<file path="src/rtl/rr_reg_arbiter.sv">
// rtl/rr_reg_arbiter.sv - round-robin arbiter serialising bounded write bursts into one shared register
module rr_reg_arbiter #(
    parameter int NREQ      = 4,
    parameter int WIDTH     = 8,
    parameter int MAX_BURST = 4
) (
    input  logic                     clk,
    input  logic                     reset,
    input  logic [NREQ-1:0]          req,
    input  logic [NREQ*WIDTH-1:0]    wdata,
    output logic [NREQ-1:0]          gnt,
    output logic [$clog2(NREQ)-1:0]  owner,
    output logic                     busy,
    output logic [WIDTH-1:0]         q,
    output logic                     upd
);

    localparam int OW = $clog2(NREQ);
    localparam int CW = (MAX_BURST > 1) ? $clog2(MAX_BURST) : 1;

    typedef enum logic {IDLE, BUSY} state_t;

    state_t            state_q, state_d;
    logic [NREQ-1:0]   gnt_q, gnt_d;
    logic [OW-1:0]     owner_q, owner_d;
    logic [OW-1:0]     ptr_q, ptr_d;
    logic [CW-1:0]     cnt_q, cnt_d;
    logic [WIDTH-1:0]  q_q, q_d;
    logic              upd_q, upd_d;

    logic              found;
    logic [OW-1:0]     win;
    logic [OW-1:0]     next_ptr;
    logic              release_grant;

    // Scan ptr, ptr+1, ... modulo NREQ; first set request wins.
    always_comb begin
        found = 1'b0;
        win   = '0;
        for (int i = 0; i < NREQ; i++) begin
            if (!found && req[(int'(ptr_q) + i) % NREQ]) begin
                found = 1'b1;
                win   = OW'((int'(ptr_q) + i) % NREQ);
            end
        end
    end

    assign next_ptr = (owner_q == OW'(NREQ - 1)) ? '0 : owner_q + OW'(1);

    always_comb begin
        state_d       = state_q;
        gnt_d         = gnt_q;
        owner_d       = owner_q;
        ptr_d         = ptr_q;
        cnt_d         = cnt_q;
        q_d           = q_q;
        upd_d         = 1'b0;
        release_grant = 1'b0;

        case (state_q)
            IDLE: begin
                if (found) begin
                    state_d = BUSY;
                    gnt_d   = NREQ'(1) << win;
                    owner_d = win;
                    cnt_d   = '0;
                end
            end
            BUSY: begin
                if (req[owner_q]) begin
                    q_d   = wdata[int'(owner_q)*WIDTH +: WIDTH];
                    upd_d = 1'b1;
                    cnt_d = cnt_q + CW'(1);
                    if (cnt_q == CW'(MAX_BURST - 1))
                        release_grant = 1'b1;
                end else begin
                    release_grant = 1'b1;
                end
                if (release_grant) begin
                    state_d = IDLE;
                    gnt_d   = '0;
                    ptr_d   = next_ptr;
                end
            end
            default: begin
                state_d = IDLE;
                gnt_d   = '0;
            end
        endcase
    end

    always_ff @(posedge clk or posedge reset) begin
        if (reset) begin
            state_q <= IDLE;
            gnt_q   <= '0;
            owner_q <= '0;
            ptr_q   <= '0;
            cnt_q   <= '0;
            q_q     <= '0;
            upd_q   <= 1'b0;
        end else begin
            state_q <= state_d;
            gnt_q   <= gnt_d;
            owner_q <= owner_d;
            ptr_q   <= ptr_d;
            cnt_q   <= cnt_d;
            q_q     <= q_d;
            upd_q   <= upd_d;
        end
    end

    assign gnt   = gnt_q;
    assign owner = owner_q;
    assign busy  = (state_q == BUSY);
    assign q     = q_q;
    assign upd   = upd_q;

endmodule
</file>
<file path="config.mk">
export PLATFORM = sky130hd
export DESIGN_NAME = rr_reg_arbiter
export DESIGN_NICKNAME = d
export VERILOG_FILES = /design/src/rtl/rr_reg_arbiter.sv
export SDC_FILE = /design/constraint.sdc
export NUM_CORES = 1
export LEC_CHECK = 0
export CORE_ASPECT_RATIO = 1.1
export CORE_UTILIZATION = 40
export DETAILED_ROUTE_END_ITERATION = 8
export GPL_TIMING_DRIVEN = 0
export PLACE_DENSITY = 0.78
export REMOVE_ABC_BUFFERS = 1
export SYNTH_ARGS = -nofsm -noshare
export SYNTH_HDL_FRONTEND = slang
export SYNTH_SLANG_ARGS = --single-unit
</file>
<file path="constraint.sdc">
create_clock -name clk -period 1.9 [get_ports clk]
set_input_delay 0.285 -clock clk [delete_from_list [all_inputs] [get_ports clk]]
set_output_delay 0.285 -clock clk [all_outputs]
set_load 0.02 [all_outputs]
</file>
==> results by group, run 1 <==
Critical path
  • CP max stage delay: 0.67 ns
  • Startpoint Class: register
  • CP max-delay cell: clkdlybuf4s50_1
  • Crit Path Category: reg -> out
  • Worst Path Required: 1.62 ns
  • CP max FO: 14
  • Worst setup EP type: primary output
  • Critical Path, Cell by Cell: clkdlybuf4s50_1
  • CP delay by family, top: buffers and inverters
  • Worst path bufs/invs: 1
  • Crit path arrival time: 1.52 ns

Global route
  • Number of global-route vias before repair: 972
  • Antenna violations before repair: 0
  • Largest net degree at the start of global routing: 21
  • Tot GR Track Use: 18.4%
  • First-pass GRT wire length: 4200 µm
  • Global route overflow: 0

Placed design
  • Post-placement cell count: 168
  • Port Buffers: 53
  • DPL Wire Length: 2010 µm
  • Placed Area: 1700 µm²
  • GPL Wtd Cong: 0.813

Clock network
  • Inserted Clock Buffers: 3
  • Num Clock Sinks: 20
  • Hold-fix buffers, CTS: 0
  • Clk buf depth: 2
  • Clk pin slew, worst setup/hold paths: 0.11 ns
  • TritonCTS clock tree: built
  • Clock H-tree levels: 1
  • Root Driver: clkbuf_4
  • Worst-skew pair later-pin latency: 0.29 ns

Flow run
  • Max cap viols: 0

Floorplanning
  • Area of the core: 2750 µm²
  • Die area: 3100 µm²
  • Die Height: 58.3 µm
  • Die width: 53.2 µm
  • Row cnt: 20
  • # IOs: 54
  • Initial Utilization: 41.8%

Drt
  • Pre-antenna DRT Iters: 4
  • Vias: 957
  • # DRC: 0
  • Routed len/inst: 15.3 µm
  • Initial DRC count: 13
  • Via/cell ratio: 5.41
  • Drt total wl: 2710 µm
  • Antenna Nets Post-Route: 0

Synth
  • Asr flop ratio synth: 100%
  • Mapped Avg Cell Area: 13.4 µm²
  • Largest area contributor in the netlist: dfrtp_1
  • Most used DFF post-synth: dfrtp_1
  • Ranking of synthesized cells by area: dfrtp_1 (43%), mux4_1 (11%), mux4_2 (7.8%)
  • Register area share after synthesis: 43.5%
  • Distinct cells, synth: 29
  • Synth warn: 0
  • Gate Count Post-Synth: 86
  • Yosys reg bits: 20
  • Synth Cell Area: 1150 µm²
  • Post-synth top area share: 43.5%
  • Post-synth EDFFs: 0

Run status
  • Status: complete, no violations

Final layout
  • Finished Cell Area: 1780 µm²
  • Antenna diodes: 0
  • Layout cells sized above 1: 17.4%
  • Syn-to-layout area delta: 54.8%
  • Final Net Count: 185
  • Final cell count without fillers: 177

Timing
  • Worst-Margin Slew: 0.745 ns
  • Final hold viol count: 0
  • Post-route minimum period: 1.80 ns
  • Slew Limit Fails: 0
  • Max transition margin: 50.3%
  • Setup-failing EPs final: 0
  • Final period util: 94.9%
  • Unrepaired setup endpoints after global routing: false
  • Clock Skew: 0.00147 ns
  • Max Freq: 554 MHz

Power
  • Design Power: 0.00262 W
  • Power per standard cell area: 1470 nW/µm²
  • Peak VDD IR: 916 µV
  • Pleak: 0.773 nW

Worst hold path
  • Hold Path Class: in -> async
[cell usage in the layout (no fill, tap or decap), types with 2 or more instances in the layout]
cell type        count
inv_1                4
a32o_1               2
mux4_2               4
dfrtp_1             18
mux2_4               5
o21ai_0              3
o31ai_1              3
mux4_1               5
a21o_1               3
a21oi_1              2
mux2_2               3
clkdlybuf4s50_1     53
nor2_1               3
buf_4                5
ha_1                 2
nand3_1              5
mux2i_1              2
nand2b_1             3
clkbuf_4             3
nand2_1              4
[sequential cells by signal, indices dropped and copies added (netlist names)]
signal / cells
cnt_q: 2
owner: 2
upd: 1
busy: 1
ptr_q: 2
q: 8
gnt: 4
[area by class of cell]
cell class,count,area (µm²)
Sequential cell,20,505
Multi-Input combinational cell,58,616
Clock buffer,4,36.3
Inverter,4,15.0
Tap cell,33,41.3
Timing Repair Buffer,58,568
Fill cell,230,971
[stage by stage]
stage / hold slack [ns] / util, % / worst slack, ns / setup TNS, ns
after detailed placement: 0.494 / 61.7 / -0.343 / -2.93
after global placement: 0.483 / 61.7 / -0.345 / -2.92
final: 0.424 / 64.7 / 0.0961 / 0
after global routing: 0.515 / 64.7 / 0.0222 / 0
after CTS: 0.442 / 63.4 / 0.0340 / 0
after floorplan: 0.249 / - / -0.194 / -1.36
[cell usage after synthesis, types with 2 or more instances]
cell type	n
mux2_2	3
a21o_1	3
nand2_1	4
mux2_4	5
buf_2	2
ha_1	2
nor2_1	3
nand3_1	5
a32o_1	2
a21oi_1	2
inv_1	4
o21ai_0	3
mux4_1	5
mux2i_1	2
o31ai_1	3
nand2b_1	3
dfrtp_1	20
mux4_2	4
[report_power, final]
group / internal, W / total (W) / leakage [nW] / switching, W
combinational: 0.000876 / 0.00154 / 0.509 / 0.000668
sequential: 0.000640 / 0.000841 / 0.243 / 0.000201
clock: 0.000117 / 0.000238 / 0.0210 / 0.000122
[worst register-to-register path: cells and delay by family, from the launching register on]
kind / cells / cell delay [ns]
flops: 1 / 0.50
mux: 2 / 0.93
simple gates: 1 / 0.21
[routing by layer]
| metal | track usage, % | up-vias | share of wire (%) |
|---|---|---|---|
| met4 | 2.26 | 0 | 0 |
| met3 | 4.46 | 0 | 9.4 |
| met5 | 0 | - | 0 |
| met1 | 22.5 | 455 | 43 |
| met2 | 33.1 | 47 | 47 |
| li1 | - | 455 | - |
[path summary, 6_finish.rpt]
| check | to | slack [ns] | depth (start not counted) | startpoint |
|---|---|---|---|---|
| max | owner[1] | 0.1 | 1 | owner[1] |
| min | cnt_q[1] | 0.42 | 2 | reset |
| max reg2reg | q[5] | 0.16 | 3 | owner[0] |
| min reg2reg | q[5] | 0.52 | 1 | q[5] |
| max in group asynchronous | owner[0] | 0.94 | 2 | reset |
| min in group clk | q[5] | 0.52 | 1 | q[5] |
[logic make-up after synthesis]
kind of cell / count (synthesis) / share of synthesized area [%]
and+or+nand+nor: 19 / 8.15
adders and majority gates: 2 / 2.17
AOI/OAI and AO/OA: 17 / 11.3
buffers and inverters: 8 / 3.48
DFF: 20 / 43.5
muxes: 20 / 31.4
[repair_timing]
action	in CTS	in global routing
buffers inserted	0	5
endpoints found under the setup margin	14	4
gates resized for setup	4	0
(Power assumes the default switching activity.)
==> run 2: changes to the inputs <==
--- a/config.mk
+++ b/config.mk
@@ -8,9 +8,9 @@
 export CORE_ASPECT_RATIO = 1.1
 export CORE_UTILIZATION = 40
 export DETAILED_ROUTE_END_ITERATION = 8
-export GPL_TIMING_DRIVEN = 0
 export PLACE_DENSITY = 0.78
 export REMOVE_ABC_BUFFERS = 1
 export SYNTH_ARGS = -nofsm -noshare
 export SYNTH_HDL_FRONTEND = slang
 export SYNTH_SLANG_ARGS = --single-unit
+export TNS_END_PERCENT = 5
==> run 2 against run 1 <==
Effect of this change:
- setup slack better by 0.042 ns
- highest routed layer is now met4
- register-to-register slack better by 0.09 ns
- core utilization up 1.1 points
- sequential power down 6.8%
- clock skew down 0.00056 ns
- maximum frequency up 2.4%
- routed wire length up 5.8%
- count of clock-buffer cells in the layout unchanged
==> results by group, run 2 (synthesis results as in run 1) <==
Power
  • Sw frac: 38.1%
  • Sequential group share of total power: 29.7%
  • Design Power: 0.00264 W
  • Comb pwr share: 60.8%
  • Clk network pwr share: 9.4%
  • Power per standard cell area: 1450 nW/µm²
  • P_sw: 0.00100 W
  • Pint: 0.00163 W
  • Pleak: 0.806 nW
  • Peak VDD IR: 987 µV

Global route
  • First-pass GRT wire length: 4350 µm
  • Global routing usage on met1: 25.4%
  • Number of global-route vias before repair: 972
  • Antenna violations before repair: 0
  • Largest net degree at the start of global routing: 21
  • GRT busiest layer: met2
  • Global route overflow: 0
  • Grt met2 use: 32.4%
  • Tot GR Track Use: 19.5%
  • Met3 usage: 3.41%

Final layout
  • Syn-to-layout area delta: 57.4%
  • Footprint of the multi-input gates: 611 µm²
  • Finished Cell Area: 1810 µm²
  • Final cell count without fillers: 182
  • Final Net Count: 190
  • Antenna diodes: 0
  • Filler cell count: 205
  • Most frequent cells in the layout: clkdlybuf4s50_1 (52), dfrtp_1 (20), buf_4 (10)
  • Layout cells sized above 1: 18.8%
  • Number of flip-flops in the largest register: 8
  • Final core area utilization: 65.8%
  • Most common cell after layout, fill and taps aside: clkdlybuf4s50_1
  • Register area: 500 µm²

Clock network
  • Clock H-tree levels: 1
  • Resized cells post-CTS: 0
  • Post-CTS Setup Inserts: 0
  • Clk buf depth: 2
  • Worst-skew pair later-pin latency: 0.30 ns
  • Root Driver: clkbuf_4
  • Inserted Clock Buffers: 3
  • TritonCTS clock tree: built
  • Hold-fix buffers, CTS: 0
  • Num Clock Sinks: 20
  • Clk pin slew, worst setup/hold paths: 0.11 ns

Timing
  • Post-route minimum period: 1.76 ns
  • Unrepaired setup endpoints after global routing: false
  • Slew Limit Fails: 0
  • Final hold viol count: 0
  • Final period util: 92.7%
  • Setup-failing EPs final: 0
  • Worst-Margin Slew: 0.403 ns
  • Max Freq: 568 MHz
  • Max transition margin: 73.0%
  • Final TNS setup: 0 ns
  • Clock Skew: 0.000919 ns

Drt
  • Antenna Nets Post-Route: 0
  • Drt total wl: 2870 µm
  • Vias: 1,017
  • Initial DRC count: 18
  • Pre-antenna DRT Iters: 4
  • Routed len/inst: 15.8 µm
  • Via/cell ratio: 5.59
  • # DRC: 0

Floorplanning
  • Die width: 53.2 µm
  • Row cnt: 20
  • Initial Utilization: 41.8%
  • # IOs: 54
  • Area of the core: 2750 µm²
  • Die area: 3100 µm²
  • Die Height: 58.3 µm

Critical path
  • CP max-delay cell: clkdlybuf4s50_1
  • CP max stage delay: 0.66 ns
  • CP max FO: 7
  • Crit path arrival time: 1.48 ns
  • CP delay by family, top: buffers and inverters
  • Crit Path Category: reg -> out
  • Worst path bufs/invs: 1
  • Critical Path, Cell by Cell: clkdlybuf4s50_1
  • Worst Path Required: 1.62 ns
  • Startpoint Class: register
  • Worst setup EP type: primary output

Placed design
  • Post-placement cell count: 178
  • Placed Area: 1770 µm²
  • DPL Wire Length: 2130 µm
  • GPL Wtd Cong: 0.830
  • Port Buffers: 53

Worst hold path
  • Hold Path Class: in -> async

Flow run
  • Max cap viols: 0

Run status
  • Status: complete, no violations
-- run 2: path summary, 6_finish.rpt --
path	start	to	slack (ns)	cells past startpoint
worst min-delay path	reset	q[3]	0.34	3
max in group asynchronous	reset	q[7]	1.36	3
min in group clk	q[2]	q[2]	0.52	1
worst max register to register	owner[0]	q[6]	0.25	3
worst max-delay path	owner[1]	owner[1]	0.14	1
worst min register to register	q[2]	q[2]	0.52	1
-- run 2: routing by layer --
metal  share of wire, %  wire length [µm]
met2                 47              1360
met1                 42              1210
met4                1.3                38
met5                  0                 0
met3                9.1               260
-- run 2: worst min-delay path: cells and delay by family --
family                 cells  cell delay (ns)
buffers and inverters      3             0.74
-- run 2: layout make-up --
class / count / share of cell area, %
multi-input cells: 58 / 33.7
repair buffers: 63 / 33.6
flip-flops and latches: 20 / 27.6
well taps: 33 / 2.28
clock buffers: 4 / 2.00
inverters: 4 / 0.829
-- run 2: power by group through the flow --
stage / Combinational [W] / Sequential (W) / Clock [W]
after global placement: 0.00157 / 0.000787 / 0
after global routing: 0.00171 / 0.000809 / 0.000265
after detailed placement: 0.00161 / 0.000790 / 0
after CTS: 0.00162 / 0.000781 / 0.000251
after floorplan: 0.000706 / 0.00102 / 0
final: 0.00160 / 0.000784 / 0.000249
-- run 2: through the flow --
step | hold slack, ns | setup WS, ns
final | 0.335 | 0.138
after global routing | 0.371 | 0.0796
after CTS | 0.342 | 0.00353
after detailed placement | 0.490 | -0.0903
after global placement | 0.489 | -0.0349
after floorplan | 0.249 | -0.194
==> run 3: changes to the inputs <==
--- a/config.mk
+++ b/config.mk
@@ -5,6 +5,7 @@
 export SDC_FILE = /design/constraint.sdc
 export NUM_CORES = 1
 export LEC_CHECK = 0
+export CAP_MARGIN = 40
 export CORE_ASPECT_RATIO = 1.1
 export CORE_UTILIZATION = 40
 export DETAILED_ROUTE_END_ITERATION = 8
==> results of run 3 <==
Final layout, timing and power as in run 2 (identical DEF).
